[config.mk]
export PLATFORM = sky130hd
export DESIGN_NAME = prbs_word_gen
export DESIGN_NICKNAME = d
export VERILOG_FILES = /design/src/rtl/prbs_word_gen.sv
export SDC_FILE = /design/constraint.sdc
export NUM_CORES = 1
export LEC_CHECK = 0
export CAP_MARGIN = 0
export CORE_ASPECT_RATIO = 1.25
export CORE_MARGIN = 2
export CORE_UTILIZATION = 40
export CTS_CLUSTER_DIAMETER = 80
export DETAILED_ROUTE_END_ITERATION = 12
export PLACE_DENSITY = 0.72
export SLEW_MARGIN = 5
export SYNTH_ARGS = -nofsm -noshare
export SYNTH_HDL_FRONTEND = slang
export SYNTH_SLANG_ARGS = --single-unit
[constraint.sdc]
create_clock -name clk -period 4.71 [get_ports clk]
set_input_delay 0.471 -clock clk [delete_from_list [all_inputs] [get_ports clk]]
set_output_delay 0.471 -clock clk [all_outputs]
set_load 0.01 [all_outputs]
[src/rtl/prbs_word_gen.sv]
// PRBS test-data source: O.150-style LFSR with a runtime-selectable polynomial,
// packed MSB-first into DATA_W-bit words behind a ready/valid stream.
module prbs_word_gen #(
    parameter int DATA_W = 8,
    parameter int CNT_W  = 32
) (
    input  logic              clk,
    input  logic              reset,
    input  logic              enable,
    input  logic [2:0]        poly_sel,
    input  logic              err_inject,
    input  logic              out_ready,
    output logic              out_valid,
    output logic [DATA_W-1:0] out_data,
    output logic              out_err,
    output logic [CNT_W-1:0]  xfer_cnt,
    output logic              lock_err
);

    logic [30:0]       lfsr_q, lfsr_d;
    logic [2:0]        poly_q, poly_d;
    logic              valid_q, valid_d;
    logic [DATA_W-1:0] data_q, data_d;
    logic              err_q, err_d;
    logic              pend_q, pend_d;
    logic [CNT_W-1:0]  cnt_q, cnt_d;
    logic              lock_q, lock_d;

    // The all-ones mask of the active order doubles as the reseed value.
    function automatic logic [30:0] order_mask(input logic [2:0] sel);
        case (sel)
            3'd0:    return 31'h0000_007F;
            3'd1:    return 31'h0000_01FF;
            3'd2:    return 31'h0000_7FFF;
            3'd4:    return 31'h7FFF_FFFF;
            default: return 31'h007F_FFFF;
        endcase
    endfunction

    // Returns {TA-1, TB-1}: bit positions of the two polynomial taps.
    function automatic logic [9:0] tap_pair(input logic [2:0] sel);
        case (sel)
            3'd0:    return {5'd6, 5'd5};
            3'd1:    return {5'd8, 5'd4};
            3'd2:    return {5'd14, 5'd13};
            3'd4:    return {5'd30, 5'd27};
            default: return {5'd22, 5'd17};
        endcase
    endfunction

    logic [30:0]       mask, lfsr_m, step;
    logic [4:0]        tap_a, tap_b;
    logic [DATA_W-1:0] word, flip;
    logic              fb, adv, xfer, pend_now;

    always_comb begin
        mask           = order_mask(poly_q);
        {tap_a, tap_b} = tap_pair(poly_q);
        lfsr_m         = lfsr_q & mask;
        step           = lfsr_m;
        word           = '0;
        fb             = 1'b0;
        for (int i = 0; i < DATA_W; i++) begin
            fb   = step[tap_a] ^ step[tap_b];
            word = DATA_W'({word, fb});
            step = {step[29:0], fb} & mask;
        end
    end

    always_comb begin
        xfer     = valid_q & out_ready;
        adv      = enable & (~valid_q | out_ready);
        pend_now = pend_q | err_inject;
        flip     = '0;
        flip[DATA_W-1] = pend_now;

        lfsr_d  = lfsr_q;
        poly_d  = poly_q;
        valid_d = valid_q;
        data_d  = data_q;
        err_d   = err_q;
        pend_d  = pend_now;
        cnt_d   = cnt_q + CNT_W'(xfer);
        lock_d  = 1'b0;

        if (poly_sel != poly_q) begin
            // Restart on the new polynomial; the pending word is discarded.
            poly_d  = poly_sel;
            lfsr_d  = order_mask(poly_sel);
            valid_d = 1'b0;
            err_d   = 1'b0;
        end else if (lfsr_m == '0) begin
            lfsr_d = mask;
            lock_d = 1'b1;
            if (xfer) valid_d = 1'b0;
        end else if (adv) begin
            lfsr_d  = step;
            data_d  = word ^ flip;
            err_d   = pend_now;
            pend_d  = 1'b0;
            valid_d = 1'b1;
        end else if (xfer) begin
            valid_d = 1'b0;
        end
    end

    always_ff @(posedge clk) begin
        if (reset) begin
            lfsr_q  <= order_mask(poly_sel);
            poly_q  <= poly_sel;
            valid_q <= 1'b0;
            data_q  <= '0;
            err_q   <= 1'b0;
            pend_q  <= 1'b0;
            cnt_q   <= '0;
            lock_q  <= 1'b0;
        end else begin
            lfsr_q  <= lfsr_d;
            poly_q  <= poly_d;
            valid_q <= valid_d;
            data_q  <= data_d;
            err_q   <= err_d;
            pend_q  <= pend_d;
            cnt_q   <= cnt_d;
            lock_q  <= lock_d;
        end
    end

    assign out_valid = valid_q;
    assign out_data  = data_q;
    assign out_err   = err_q;
    assign xfer_cnt  = cnt_q;
    assign lock_err  = lock_q;

endmodule

==> qor.yml, run 1 <==
yosys:
  yosysWarnings: 0
  ys_async_sr_fraction: 0
  synth_ff_type: "dfxtp_1"
  syn-num-nets: 465
  synth_area_leaders: "edfxtp_1 (25%), dfxtp_1 (21%), nor2_1 (6.4%)"
  syn_area_per_cell_um2: 9.11
  synth_top_area_frac: 0.246
  yosysSeqAreaShare: 0.459
  syn_area_um2: 4150
  ys_ff_latch: 78
  synthCells: 455
  synth_edf_count: 34
  ys_types: 61
  synth_top_cell_by_area: "edfxtp_1"
timing:
  rsz0062_at_grt: "false"
  drv_slew: 0
  period_minus_slack_ns: 3.23
  max_slew.worst_pin.slew_ns: 0.973
  holdWs_ns: 0.492
  clock_skew_ns: 0.00554
  relSlewSlack: 0.348
  setup_tns_ns: 0
  hold_violations: 0
  timing.final.crit_share: 0.685
  finalSetupViolations: 0
  clock.fmax_mhz: 310
drt:
  post_drt_via_cell_ratio: 5.69
  routed_wl_um: 11700
  drc: 0
  wl_per_cell_um: 18.5
  ant_nets: 0
  drt_iter0_drc: 296
  drt-pass1-iter-count: 5
  vias: 3613
clock_tree:
  clk_latency_ns: 0.33
  cts.sinks: 78
  tritoncts: "done"
  post-cts-setup-buffers: 0
  cts.clk_slew.worst_paths_ns: 0.06
  root_buffer: "clkbuf_16"
  htreeDepth: 3
  cts_hold_buf: 0
  cts_made_buffers: 9
  clock_path_buffers: 2
  ctsResizeCount: 0
worst_setup_path:
  r2r_end: "out_data[0]"
  required_ns: 4.96
  critPathArrivalTime_ns: 3.47
  worstSetupPathType: "reg2reg"
  reg2reg_slack_ns: 1.48
  start_kind: "flop"
  ff2ff_path_depth: 8
  path_max_fanout: 22
  r2r-start: "poly_q[1]"
  end_kind: "flop"
power:
  powerDensity_nw_per_um2: 349
  worst_ir_drop_vdd_mv: 0.191
  p_leak_nw: 1.76
floorplan:
  placementRows: 41
  design.core.area_um2: 10100
  dieArea_um2: 11200
  die_y_um: 118
  num_io_pins: 51
  initial_core_util: 0.410
  fp.dieW_um: 95.1
status:
  status: "finished clean"
min_path:
  min_to: "out_data[5]"
  holdPathStages: 2
  min_from: "out_data[5]"
  min_path_type: "reg2reg"
placement:
  port_buffers: 50
  dp_hpwl_um: 8450
  gp_congestion: 0.989
layout:
  area_delta_synth_final_pct: 21.9
  antenna_cells: 0
  fillers: 925
  drive_gt1_frac: 0.0810
  nets: 511
run:
  maxCapViolCount: 0
global_route:
  track_usage: 0.219
  grt_max_degree: 46
  grt_pass1_wl_um: 18600
  grt_pass1_vias: 3437
  antenna_found_initial: 0
  grt-ovfl-total: 0
## critical path, stage by stage, from the launching register on
cell and delay [ns]:
edfxtp_1 0.82, buf_4 0.34, maj3_4 0.29, a22oi_4 0.09, a211oi_1 0.47, nor2_2 0.17
o221a_1 0.28, or3_1 0.41, a311oi_1 0.26
## cell type report
cell class / instances / area [um^2] / area share
multi-input cells: 347 / 2090 / 0.414
flip-flops and latches: 78 / 1900 / 0.376
repair buffers: 57 / 553 / 0.109
clock buffers: 9 / 225 / 0.0446
well taps: 129 / 161 / 0.0319
clock inverters: 7 / 88.8 / 0.0176
inverters: 8 / 30.0 / 0.00594
## cells in the final DEF (no fill, tap or decap), types with 3 or more instances in the layout
cell,n
clkdlybuf4s50_1,50
xnor2_1,11
nand2_1,34
edfxtp_1,34
buf_4,7
o221ai_1,7
nand2b_1,7
inv_1,7
nor3_1,7
and3_1,5
nand4_1,3
o21ai_0,44
nand3_1,16
xor2_1,21
or3_1,14
a21o_1,4
nor4_1,4
a211oi_1,5
or2_2,6
dfxtp_1,44
nor2b_1,4
nor2_1,71
clkbuf_16,9
mux2i_1,8
a21oi_1,27
## registers in the layout (all words and copies together) (netlist names)
register	flops
xfer_cnt	32
lfsr_q	31
out_data	8
poly_q	3
lock_err	1
out_err	1
out_valid	1
pend_q	1
## per-stage QoR
stage | setup slack (ns) | util | std cells | power [mW] | cell area [um^2]
3_5_place_dp | 1.55 | 0.469 | 619 | 1.05 | 4740
2_1_floorplan | 1.67 | - | 455 | 0.958 | 4150
3_3_place_gp | 1.58 | 0.469 | 619 | 1.05 | 4740
4_1_cts | 1.53 | 0.500 | 635 | 1.77 | 5050
5_1_grt | 1.22 | 0.500 | 635 | 1.83 | 5050
6_report | 1.48 | 0.500 | 635 | 1.76 | 5050
## report_power, final
group	internal, mW	total (mW)	switching, mW
logic	0.100	0.248	0.147
clock network	0.460	0.723	0.263
registers	0.742	0.793	0.0510
## worst max-delay path by stage
stage | startpoint | endpoint | depth (start not counted)
2_1_floorplan | poly_q[1] | lfsr_q[0] | 9
5_1_grt | poly_q[1] | lfsr_q[29] | 9
3_5_place_dp | poly_q[1] | lfsr_q[27] | 8
6_report | poly_q[1] | out_data[0] | 8
3_3_place_gp | poly_q[1] | lfsr_q[10] | 8
4_1_cts | poly_q[1] | lfsr_q[16] | 8
## cells by family after synthesis
kind of cell	count (synthesis)	synth area share
DFF	78	0.459
AOI/OAI and AO/OA	113	0.176
buffers and inverters	30	0.0362
muxes	11	0.0275
and+or+nand+nor	188	0.225
adders and majority gates	3	0.00936
xor gates and xnor gates	32	0.0676
## synth_stat cells, types with 5 or more instances
cell,number
and3_1,5
nand2_1,34
buf_2,6
dfxtp_1,44
inv_1,7
clkbuf_1,11
nor3_1,7
nand2b_1,7
mux2i_1,8
nand3_1,16
nor2_1,71
xor2_1,21
a211oi_1,5
or2_2,6
a21oi_1,27
or3_1,14
xnor2_1,11
o21ai_0,44
edfxtp_1,34
o221ai_1,7
## per-layer routing
| layer | share of wire | global-route usage | vias to the layer above |
|---|---|---|---|
| met3 | 0.065 | 0.0563 | 32 |
| li1 | - | - | 1728 |
| met1 | 0.42 | 0.279 | 1708 |
| met4 | 0.038 | 0.107 | 0 |
| met2 | 0.48 | 0.341 | 145 |
| met5 | 0 | 0 | - |
(Power assumes the default switching activity.)
==> run 2: changes to the inputs <==
PLACE_DENSITY = 0.74   (was 0.72)
clock period = 2.64 ns   (was 4.71 ns; I/O delays follow)
==> run 2 against run 1 <==
Clock power up 74%. Largest power group unchanged. Critical path type unchanged. Wire length up 4.9%. Cell count up 4.7%. First-iteration DRC count down 29%. Sequential power up 75%. Core utilization up 2.7 points. Count of clock-buffer cells in the layout up 1. Flip-flop and latch count unchanged. Sequential share of layout area down 1.9 points. Worst setup slack worse by 1.4 ns.
==> qor.yml, run 2 (synthesis gave the netlist of run 1 again) <==
drt:
  drc: 0  # unchanged
  post_drt_via_cell_ratio: 5.69  # about the same
  wl_per_cell_um: 18.5  # about the same
  ant_nets: 0  # unchanged
  drt-pass1-iter-count: 5  # unchanged
  routed_wl_um: 12300  # was 11700 um
  drt_iter0_drc: 210  # was 296
  vias: 3787  # was 3613
floorplan:
  dieArea_um2: 11200  # unchanged
  placementRows: 41  # unchanged
  initial_core_util: 0.410  # unchanged
  fp.dieW_um: 95.1  # unchanged
  num_io_pins: 51  # unchanged
  design.core.area_um2: 10100  # unchanged
  die_y_um: 118  # unchanged
power:
  clock_power_share: 0.397  # was 0.410
  swShare: 0.271  # was 0.262
  internal_power_mw: 2.31  # was 1.30 mW
  worst_ir_drop_vdd_mv: 0.342  # was 0.191 mV
  p_total_mw: 3.17  # was 1.76 mW
  switchingPower_uw: 859  # was 461 uW
  p_seq_frac: 0.438  # was 0.450
  p_leak_nw: 1.93  # was 1.76 nW
  combPwrFrac: 0.165  # was 0.140
  powerDensity_nw_per_um2: 596  # was 349 nW/um^2
global_route:
  track_usage: 0.229  # was 0.219
  grt_pass1_wl_um: 19700  # was 18600 um
  grt_pass1_vias: 3765  # was 3437
  grt-ovfl-total: 0  # unchanged
  grt_max_degree: 45  # was 46
  antenna_found_initial: 0  # unchanged
timing:
  setup_tns_ns: 0  # unchanged
  worst_slack_ns: 0.0824  # was 1.48 ns
  finalSetupViolations: 0  # unchanged
  period_minus_slack_ns: 2.56  # was 3.23 ns
  clock.fmax_mhz: 391  # was 310 MHz
  clock_skew_ns: 0.00554  # about the same
  drv_slew: 0  # unchanged
  max_slew.worst_pin.slew_ns: 0.758  # was 0.973 ns
  relSlewSlack: 0.489  # was 0.348
  timing.final.crit_share: 0.969  # was 0.685
  hold_violations: 0  # unchanged
status:
  status: "finished clean"  # unchanged
clock_tree:
  cts_made_buffers: 9  # unchanged
  root_buffer: "clkbuf_16"  # unchanged
  htreeDepth: 3  # unchanged
  clock_path_buffers: 2  # unchanged
  clk_latency_ns: 0.33  # about the same
  tritoncts: "done"  # unchanged
  cts_hold_buf: 0  # unchanged
  cts.clk_slew.worst_paths_ns: 0.06  # about the same
  cts.sinks: 78  # unchanged
worst_setup_path:
  required_ns: 2.88  # was 4.96 ns
  critPathArrivalTime_ns: 2.80  # was 3.47 ns
  end_kind: "flop"  # unchanged
  path_max_fanout: 35  # was 22
  worstSetupPathType: "reg2reg"  # unchanged
  start_kind: "flop"  # unchanged
placement:
  port_buffers: 50  # unchanged
  dp_hpwl_um: 9230  # was 8450 um
  gp_congestion: 0.999  # was 0.989
  dp_slack_ns: 0.0611  # was 1.55 ns
  placed_area_um2: 4980  # was 4740 um^2
layout:
  drive_gt1_frac: 0.140  # was 0.0810
  area_delta_synth_final_pct: 28.6  # was 21.9%
  antenna_cells: 0  # unchanged
  largest_reg_flops: 32  # unchanged
  final_common_cell: "nor2_1"  # unchanged
  nets: 541  # was 511
  layout_common_cells: "nor2_1 (71), clkdlybuf4s50_1 (50), dfxtp_1 (44)"  # was nor2_1 (71), clkdlybuf4s50_1 (50), o21ai_0 (44), dfxtp_1 (44)
  fin_area_um2: 5330  # was 5050 um^2
  fillers: 916  # was 925
min_path:
  min_path_type: "reg2reg"  # unchanged
run:
  maxCapViolCount: 0  # unchanged
[run 2: repair_timing]
action,in CTS,in global routing
gates resized for setup,0,4
endpoints found under the setup margin,0,8
setup buffers,0,4
[run 2: final cells by class]
class | instances | area, um^2 | area share
multi-input combinational | 347 | 2110 | 0.396
sequential | 78 | 1900 | 0.357
timing repair buffer | 87 | 813 | 0.153
clock buffer | 10 | 239 | 0.0448
tap | 129 | 161 | 0.0303
clock inverter | 6 | 67.6 | 0.0127
inverter | 8 | 33.8 | 0.00634
[run 2: power by group through the flow]
stage | clock network (mW) | logic [mW] | registers, mW
after global placement | 0 | 0.506 | 1.41
after global routing | 1.34 | 0.567 | 1.39
after detailed placement | 0 | 0.501 | 1.41
after floorplan | 0 | 0.324 | 1.39
after CTS | 1.29 | 0.505 | 1.39
final | 1.26 | 0.524 | 1.39
[run 2: stage by stage]
| stage | hold WS [ns] | cells | utilization |
|---|---|---|---|
| 2_1_floorplan | 0.363 | 455 | - |
| 3_3_place_gp | 0.480 | 645 | 0.493 |
| 3_5_place_dp | 0.486 | 645 | 0.493 |
| 4_1_cts | 0.504 | 661 | 0.523 |
| 5_1_grt | 0.526 | 665 | 0.527 |
| 6_report | 0.497 | 665 | 0.527 |
[run 2: final timing paths]
kind | startpoint | endpoint | slack [ns] | cells past startpoint
worst min register to register | out_data[4] | out_data[4] | 0.50 | 2
worst max register to register | poly_q[1] | out_data[0] | 0.08 | 8
worst min-delay path | out_data[4] | out_data[4] | 0.50 | 2
worst max-delay path | poly_q[1] | out_data[0] | 0.08 | 8
[run 2: worst max-delay path, cell delays in order, from the launching register on]
cell,delay [ns]
edfxtp_1,0.41
buf_12,0.19
maj3_4,0.42
a22oi_4,0.24
o211a_4,0.20
nor2_2,0.04
o221a_1,0.27
or3_1,0.40
a311oi_1,0.28
[run 2: per-layer routing]
layer  wire (um)  global-route usage  vias up
met5           0                   0        -
met4         569               0.121        0
met3         773              0.0467       44
met2        6150               0.375      151
met1        4820               0.279     1796
li1            -                   -     1796
